===== src/rtl/aes_pkg.sv =====
// aes_pkg: shared definitions for the iterative AES encryption datapath.
//   fsm_e      - engine control states (IDLE/ROUND/DONE)
//   nr_of()    - round count for a key length (10/12/14)
//   rk_w_of()  - width of the flattened round-key bus, 128*(NR+1)
//   gf_xtime() - multiply-by-x in GF(2^8) modulo x^8+x^4+x^3+x+1
package aes_pkg;

  typedef enum logic [1:0] {
    IDLE  = 2'd0,
    ROUND = 2'd1,
    DONE  = 2'd2
  } fsm_e;

  function automatic int nr_of(input int key_len);
    return (key_len == 128) ? 10 : (key_len == 192) ? 12 : 14;
  endfunction

  function automatic int rk_w_of(input int key_len);
    return 128 * (nr_of(key_len) + 1);
  endfunction

  function automatic logic [7:0] gf_xtime(input logic [7:0] b);
    return {b[6:0], 1'b0} ^ (b[7] ? 8'h1b : 8'h00);
  endfunction

endpackage


===== src/rtl/aes_round.sv =====
// aes_round: one combinational AES encryption round.
//   state_i      [0:127] round input, FIPS-197 byte order (column-major)
//   rk_i         [0:127] round key for this round
//   final_i              last round: MixColumns is bypassed
//   next_state_o [0:127] SubBytes -> ShiftRows -> MixColumns -> AddRoundKey
module aes_round
  import aes_pkg::*;
(
  input  logic [0:127] state_i,
  input  logic [0:127] rk_i,
  input  logic         final_i,
  output logic [0:127] next_state_o
);

  logic [0:127] sub_w;
  logic [0:127] shift_w;
  logic [0:127] mix_w;

  sbox_128 u_sbox (
    .din_i  (state_i),
    .dout_o (sub_w)
  );

  genvar gi;

  // Byte index b sits at row b%4, column b/4; row r rotates left by r columns.
  for (gi = 0; gi < 16; gi++) begin : g_shift
    localparam int ROW = gi % 4;
    localparam int COL = gi / 4;
    localparam int SRC = ROW + 4 * ((COL + ROW) % 4);
    assign shift_w[8*gi +: 8] = sub_w[8*SRC +: 8];
  end

  // Each column is multiplied by the circulant {02,03,01,01}; 3*a = xtime(a)^a.
  for (gi = 0; gi < 4; gi++) begin : g_mix
    logic [7:0] a0, a1, a2, a3;
    assign a0 = shift_w[32*gi      +: 8];
    assign a1 = shift_w[32*gi + 8  +: 8];
    assign a2 = shift_w[32*gi + 16 +: 8];
    assign a3 = shift_w[32*gi + 24 +: 8];
    assign mix_w[32*gi      +: 8] = gf_xtime(a0) ^ gf_xtime(a1) ^ a1 ^ a2 ^ a3;
    assign mix_w[32*gi + 8  +: 8] = a0 ^ gf_xtime(a1) ^ gf_xtime(a2) ^ a2 ^ a3;
    assign mix_w[32*gi + 16 +: 8] = a0 ^ a1 ^ gf_xtime(a2) ^ gf_xtime(a3) ^ a3;
    assign mix_w[32*gi + 24 +: 8] = gf_xtime(a0) ^ a0 ^ a1 ^ a2 ^ gf_xtime(a3);
  end

  assign next_state_o = (final_i ? shift_w : mix_w) ^ rk_i;

endmodule


===== src/rtl/sbox_128.sv =====
// sbox_128: applies the AES forward S-box to all 16 bytes of a block.
//   din_i  [0:127] input block, byte 0 in bits [0:7]
//   dout_o [0:127] substituted block, same byte order
// Purely combinational; the table is indexed by byte value, entry 0 first.
module sbox_128 (
  input  logic [0:127] din_i,
  output logic [0:127] dout_o
);

  localparam logic [0:2047] SBOX_TAB = {
    128'h637c777bf26b6fc53001672bfed7ab76,
    128'hca82c97dfa5947f0add4a2af9ca472c0,
    128'hb7fd9326363ff7cc34a5e5f171d83115,
    128'h04c723c31896059a071280e2eb27b275,
    128'h09832c1a1b6e5aa0523bd6b329e32f84,
    128'h53d100ed20fcb15b6acbbe394a4c58cf,
    128'hd0efaafb434d338545f9027f503c9fa8,
    128'h51a3408f929d38f5bcb6da2110fff3d2,
    128'hcd0c13ec5f974417c4a77e3d645d1973,
    128'h60814fdc222a908846eeb814de5e0bdb,
    128'he0323a0a4906245cc2d3ac629195e479,
    128'he7c8376d8dd54ea96c56f4ea657aae08,
    128'hba78252e1ca6b4c6e8dd741f4bbd8b8a,
    128'h703eb5664803f60e613557b986c11d9e,
    128'he1f8981169d98e949b1e87e9ce5528df,
    128'h8ca1890dbfe6426841992d0fb054bb16
  };

  genvar gi;
  for (gi = 0; gi < 16; gi++) begin : g_byte
    assign dout_o[8*gi +: 8] = SBOX_TAB[8*din_i[8*gi +: 8] +: 8];
  end

endmodule


===== src/rtl/aes_round_engine.sv =====
// aes_round_engine: iterative AES encryptor, one round per clock.
//   clk, rst_n   clock, asynchronous active-low reset
//   in_valid/in_ready    plaintext + round keys handshake
//   plaintext  [0:127]   input block (FIPS-197 bit order)
//   round_keys [0:RK_W-1] round key i in bits [128*i +: 128]; not latched,
//                         must stay stable from accept until out_valid
//   out_valid/out_ready  ciphertext handshake
//   ciphertext [0:127]   result, held while out_valid is high
//   busy                 high while rounds are being computed
module aes_round_engine
  import aes_pkg::*;
#(
  parameter  int KEY_LEN = 128,
  localparam int NR      = nr_of(KEY_LEN),
  localparam int RK_W    = rk_w_of(KEY_LEN)
) (
  input  logic            clk,
  input  logic            rst_n,
  input  logic            in_valid,
  output logic            in_ready,
  input  logic [0:127]    plaintext,
  input  logic [0:RK_W-1] round_keys,
  output logic            out_valid,
  input  logic            out_ready,
  output logic [0:127]    ciphertext,
  output logic            busy
);

  if (KEY_LEN != 128 && KEY_LEN != 192 && KEY_LEN != 256) begin : g_bad_key_len
    $error("aes_round_engine: KEY_LEN must be 128, 192 or 256");
  end

  localparam logic [3:0] NR_L = 4'(NR);

  fsm_e         fsm_q, fsm_d;
  logic [0:127] state_q, state_d;
  logic [3:0]   rcnt_q, rcnt_d;
  logic [0:127] round_out;
  logic         accept;

  // Fixed 16-entry view of the key bus so the counter indexes it without
  // any out-of-range select; entries past NR are never addressed.
  logic [0:127] rk_arr [16];

  genvar gi;
  for (gi = 0; gi < 16; gi++) begin : g_rk
    if (gi <= NR) begin : g_used
      assign rk_arr[gi] = round_keys[128*gi +: 128];
    end else begin : g_unused
      assign rk_arr[gi] = '0;
    end
  end

  aes_round u_round (
    .state_i      (state_q),
    .rk_i         (rk_arr[rcnt_q]),
    .final_i      (rcnt_q == NR_L),
    .next_state_o (round_out)
  );

  // DONE accepts a new block on the same edge its result is consumed.
  assign in_ready = (fsm_q == IDLE) || ((fsm_q == DONE) && out_ready);
  assign accept   = in_valid && in_ready;

  always_comb begin
    fsm_d   = fsm_q;
    state_d = state_q;
    rcnt_d  = rcnt_q;
    case (fsm_q)
      IDLE: begin
        if (accept) begin
          state_d = plaintext ^ rk_arr[0];
          rcnt_d  = 4'd1;
          fsm_d   = ROUND;
        end
      end
      ROUND: begin
        state_d = round_out;
        if (rcnt_q == NR_L) begin
          rcnt_d = 4'd0;
          fsm_d  = DONE;
        end else begin
          rcnt_d = rcnt_q + 4'd1;
        end
      end
      DONE: begin
        if (out_ready) begin
          if (in_valid) begin
            state_d = plaintext ^ rk_arr[0];
            rcnt_d  = 4'd1;
            fsm_d   = ROUND;
          end else begin
            fsm_d = IDLE;
          end
        end
      end
      default: begin
        rcnt_d = 4'd0;
        fsm_d  = IDLE;
      end
    endcase
  end

  always_ff @(posedge clk or negedge rst_n) begin
    if (!rst_n) begin
      fsm_q   <= IDLE;
      state_q <= '0;
      rcnt_q  <= '0;
    end else begin
      fsm_q   <= fsm_d;
      state_q <= state_d;
      rcnt_q  <= rcnt_d;
    end
  end

  assign out_valid  = (fsm_q == DONE);
  assign busy       = (fsm_q == ROUND);
  assign ciphertext = state_q;

endmodule


===== config.mk =====
export PLATFORM = sky130hd
export DESIGN_NAME = aes_round_engine
export DESIGN_NICKNAME = d
export VERILOG_FILES = /design/src/rtl/aes_pkg.sv /design/src/rtl/aes_round.sv /design/src/rtl/sbox_128.sv /design/src/rtl/aes_round_engine.sv
export SDC_FILE = /design/constraint.sdc
export NUM_CORES = 2
export LEC_CHECK = 0
export CORE_AREA = 5 5 639 641
export DETAILED_ROUTE_END_ITERATION = 6
export DIE_AREA = 0 0 644 646
export PLACE_DENSITY = 0.36
export SYNTH_ARGS = -nofsm -noshare
export SYNTH_HDL_FRONTEND = slang
export SYNTH_SLANG_ARGS = --single-unit

===== constraint.sdc =====
create_clock -name clk -period 5.8 [get_ports clk]
set_input_delay 0.58 -clock clk [delete_from_list [all_inputs] [get_ports clk]]
set_output_delay 0.58 -clock clk [all_outputs]
set_load 0.01 [all_outputs]

; ---- Word-level counts from Yosys, hierarchy flattened
; Index checks and enable logic that the tools add are counted.
[op_classes]
add_sub_neg = 1
order_cmp = 1
n_eq_ne = 7
n_shift = 16
muxes = 34
bitwise = 99
n_reduce_logical = 8
[op_table]
columns = op, n
row1 = variable part select 2048 x 33 -> 2049 bit (first input constant), 16
row2 = two-way mux 128 bit, 6
row3 = bitwise XOR 8 bit, 80
row4 = inverter 11 -> 33 bit, 16
row5 = binary-select mux 128 bit (select 4 bit), 1
row6 = one-hot mux 128 bit (3 select lines), 1
row7 = bitwise XOR 128 bit, 2
row8 = two-way mux 5 bit, 16
row9 = two-way mux 4 bit, 4
row10 = one-hot mux 4 bit (3 select lines), 1
row11 = two-way mux 2 bit, 3
row12 = one-hot mux 2 bit (3 select lines), 1
row13 = AND reduction 3 bit, 2
row14 = greater-or-equal comparator 5 bit (second input constant), 1
row15 = inverter 4 -> 5 bit, 1
row16 = adder 4 x 1 -> 4 bit (second input constant), 1
row17 = equality test 4 bit (second input constant), 1
row18 = != test 2 x 1 -> 1 bit (second input constant), 2
row19 = != test 2 bit (second input constant), 2
row20 = AND reduction 4 bit, 1
row21 = nonzero test 3 bit, 1
row22 = equality test 2 x 1 -> 1 bit (second input constant), 1
row23 = equality test 2 bit (second input constant), 1
row24 = logical AND 1 bit, 2
row25 = 3 further kinds, 3
[word_totals]
register_bits = 134
in_bits = 1540
output_inout_bits = 131
word_cells = 169

; ---- Longest topological paths before layout
[logic_depth]
ltp_word = 11
ltp_mapped = 19
depth_no_buf = 13

; ---- By module
; Synthesis repeated with hierarchy kept, for this count alone.
[hier_totals]
cells_unflattened = 11021
hier_area_um2 = 78139.9
[modules_own_cells]
columns = mod, n_inst, cells_each, area_per_inst_um2, seq_area_each_um2
row1 = sbox_128, 1, 8672, 52469.1, 0.0
row2 = aes_round_engine, 1, 1620, 18250.0, 3353.2
row3 = aes_round, 1, 729, 7420.9, 0.0

; ---- Least setup slack after synthesis
; No wires, ideal clock.
[synth_timing]
kind = flip-flop to flip-flop
startpoint = register state_q (netlist bit ciphertext[102])
endpoint = register state_q (netlist bit ciphertext[123])
setup_ps = 122
t_arrival_ps = 4281
t_required_ps = 5678
slack_ps = 1398
path_stages_with_launch = 16
path_buffers = 4
synth_period_minus_slack_ps = 4402
cell_sequence = dfrtp_1 > buf_2 > buf_2 > clkbuf_1 > inv_1 > ha_1 > nand2b_1 > clkbuf_1 > a21oi_1 > a221o_1 > mux4_2 > mux4_2 > xnor2_1 > xnor2_1 > or3_1 > a32o_1
[synth_via]
elab_chain_len = 11
[synth_rtl]
columns = element, line
row1 = from (decl), aes_round_engine.sv:36  ; logic [0:127] state_q, state_d;
row2 = from (signal assigned), aes_round_engine.sv:111  ; state_q <= state_d;
row3 = inverter 11 -> 33 bit (not written as such) (*), sbox_128.sv:31  ; assign dout_o[8*gi +: 8] = SBOX_TAB[8*din_i[8*gi +: 8] +: 8];
row4 = variable part select 2048 x 33 -> 2049 bit (*), sbox_128.sv:31
row5 = two-way mux 5 bit, aes_pkg.sv:23  ; return {b[6:0], 1'b0} ^ (b[7] ? 8'h1b : 8'h00);
row6 = bitwise XOR 8 bit, aes_pkg.sv:23
row7 = bitwise XOR 8 bit (*) (4 in a row), aes_round.sv:44  ; assign mix_w[32*gi + 24 +: 8] = gf_xtime(a0) ^ a0 ^ a1 ^ a2 ^ gf_xtime(a3);
row8 = two-way mux 128 bit (*), aes_round.sv:47  ; assign next_state_o = (final_i ? shift_w : mix_w) ^ rk_i;
row9 = bitwise XOR 128 bit (*), aes_round.sv:47
row10 = one-hot mux 128 bit (3 select lines) (*), aes_round_engine.sv:69  ; case (fsm_q)
; Mark *: on every way between the ends. The rest lies on a longest branch, timed or not.
; A chain may end at the register's enable or synchronous reset.

; ---- Worst setup path in the final report
[layout_timing]
startpoint = register state_q (netlist bit ciphertext[69])
endpoint = register state_q (netlist bit ciphertext[94])
; The elaborated chain is that of the path after synthesis.

==> key figures <==
Run status
  • Status: finished clean

Timing
  • Final setup violation count: 0
  • Crit share post-route: between 90% and 100%
  • Clock Skew: between 0.015 and 0.02 ns
  • Final Hold Vio Count: 0
  • Setup_tns: 0 ns
  • Slew Limit Fails: 0
  • RSZ-0062 raised after global routing: false
  • Max Clk Rate: between 150 and 200 MHz
  • Relative slew slack: approximately 5.6%
  • Final hold slack: 0.0378 ns
  • Tmin final: approximately 5.5 ns
  • Worst-margin pin slew: around 1.4 ns

Layout
  • Commonest non-fill, non-tap cell in the layout: clkdlybuf4s50_1
  • Layout cells sized above 1: roughly 12%
  • Layout overhead on the synthesized area: 29.9%
  • # fillers: about 45000
  • NumNets Final: 13600
  • Commonest non-fill, non-tap cells in the layout: 1669 x clkdlybuf4s50_1, 911 x o21ai_0, 891 x a21oi_1

Yosys
  • Post-Syn Area per Cell: between 7 and 8 um^2
  • Top cells by area, synth: mux4_2 13%, o21ai_0 5.8%, a21oi_1 5.7%, xnor2_1 5.5%, dfrtp_1 4.3%
  • Ys async rst share: 100%
  • Synth Register Bits: between 100 and 150
  • Top_reg_cell synth: dfrtp_1
  • Synth warn: 0
  • Area leader, netlist: mux4_2
  • Sequential area share after synthesis: under 10%
  • Cells after Synth: between 10000 and 15000
  • Mapped Area: 0.0786 mm^2
  • Top cell type's share of synthesized area: a little over an eighth
  • Number of distinct library cells after synthesis: approximately 130
  • Syn_nets: between 10000 and 15000
  • EDFF count, synth: 0

Setup path
  • Reg2reg start: ciphertext[69]
  • Critical path startpoint category: flop
  • Worst endpoint required time: between 6 and 7 ns
  • Crit path max fanout: 73
  • CP arrival: between 5 and 6 ns
  • Crit Path Category: flop to flop
  • Worst Setup SP: ciphertext[69]
  • Crit. End Element: flop
  • Worst R2R Setup Slack: approximately 0.31 ns

GRT
  • Gr usage total: between 30% and 40%
  • Initial antenna violation count: between 150 and 200
  • Pin count of the biggest net entering global routing: ~150
  • First-pass GRT wire length: a little under 1000000 um
  • Vias in the first global route: approximately 100000
  • Grt total ovfl: 0

Floorplanning
  • # IOs: between 1500 and 2000
  • Total die area: approximately 0.42 mm^2
  • Core area: 0.402 mm^2
  • Die H: approximately 650 um
  • # rows: approximately 230
  • Die width: around 640 um
  • Initial Util: ~20%

CTS
  • Post-CTS Setup Inserts: 0
  • TritonCTS clock tree: built
  • CTS sink count: 134
  • TritonCTS buffer count: 17
  • Worst-path clk slew: around 0.080 ns
  • CTS HTree Levels: 4
  • Clock Path Buffers: 2
  • Hold-fix buffers, CTS: 0
  • CTS Root Buffer Type: clkbuf_16
  • Worst-Skew Late Latency: 0.56 ns
  • # resized after CTS: 0

Detailed routing
  • DR vias: 107000
  • Post-DRT Antenna Nets: 0
  • Vias per cell: slightly above 6
  • Starting DRT DRC Count: between 15000 and 20000
  • Final WL: 758000 um
  • First drt pass iteration count: 7
  • Wire length per cell: 43.6 um
  • DRC: 0

Placed design
  • Gpl congestion: between 1 and 1.5
  • Port buffer count: about 1700
  • DP HPWL: 614000 um

Job
  • # Max-Cap Violations: 0

Hold path
  • Worst min-delay path class: input port to asynchronous set/reset pin
## critical path: stages (launching register included)
cell,delay [ns]
dfrtp_4,0.90
inv_1,0.68
buf_4,0.40
ha_1,0.21
nand2_1,0.06
o21ai_0,0.14
mux4_2,0.51
o21a_1,0.21
a22oi_4,0.38
xor2_2,0.46
xor2_1,0.40
xnor2_1,0.18
o211ai_1,0.12
a31oi_1,0.61
## per-stage QoR
step	setup WS, ns	cell area (um^2)	util (%)	std cells
after floorplan	1.40	78600	-	10900
after global placement	0.253	101000	25.2	17100
after detailed placement	0.309	101000	25.2	17100
after CTS	0.267	102000	25.3	17200
after global routing	0.0855	102000	25.4	17300
final	0.313	102000	25.4	17400
## cells in the mapped netlist (all sizes together) (60+ instances only)
cell type / n
o21ai: 968
a21oi: 897
nor2: 791
nand2: 776
buf: 712
clkbuf: 591
xnor2: 511
mux4: 455
nor3: 363
mux2i: 339
nand3: 339
nand2b: 313
nor2b: 289
xor2: 248
ha: 229
a31oi: 218
o22ai: 205
a211oi: 193
o211ai: 189
a311oi: 171
a221oi: 153
o311ai: 152
inv: 139
dfrtp: 134
o31ai: 117
or2: 110
and2: 105
a22oi: 73
o221ai: 70
and3: 62
a21o: 60
## state kept, by name (all words and copies together), names as in the netlist
signal and flops:
ciphertext 128, fsm_q 2, rcnt_q 4
## per-layer routing
layer / global-route usage (%) / vias up / share of wire, %
li1: - / 43800 / -
met1: 43.0 / 53800 / 39
met2: 53.1 / 7753 / 44
met3: 8.47 / 1249 / 9.5
met4: 20.0 / 62 / 7.2
met5: 0 / - / 0.053
## kinds of logic after synthesis
family,after synthesis,synth area share (%)
multiplexers,826,17.9
AO/OA/AOI/OAI,4077,34.9
AND/OR/NAND/NOR,3387,21.2
flip-flops,134,4.26
XOR/XNOR,783,9.43
buffers and inverters,1465,8.64
adder cells (fa/ha/maj),229,3.64
## area by class of cell
| cell class | count | area, um^2 | share of cell area [%] |
|---|---|---|---|
| clock buffer | 19 | 443 | 0.434 |
| tap | 5287 | 6620 | 6.48 |
| clock inverter | 13 | 161 | 0.158 |
| sequential | 134 | 3490 | 3.42 |
| multi-input combinational | 9302 | 68600 | 67.2 |
| inverter | 162 | 613 | 0.600 |
| antenna | 185 | 463 | 0.453 |
| timing repair buffer | 2263 | 21700 | 21.3 |
## final timing paths
kind,end,cells after the start
max in group asynchronous,ciphertext[26],2
setup / recovery,ciphertext[94],13
min in group clk,ciphertext[98],2
hold reg to reg,ciphertext[98],2
setup reg to reg,ciphertext[94],13
hold / removal,ciphertext[71],1
Power is left out: the tool's default activity adds up to more than one toggle a clock period on the data nets, which glitch-free logic cannot reach.
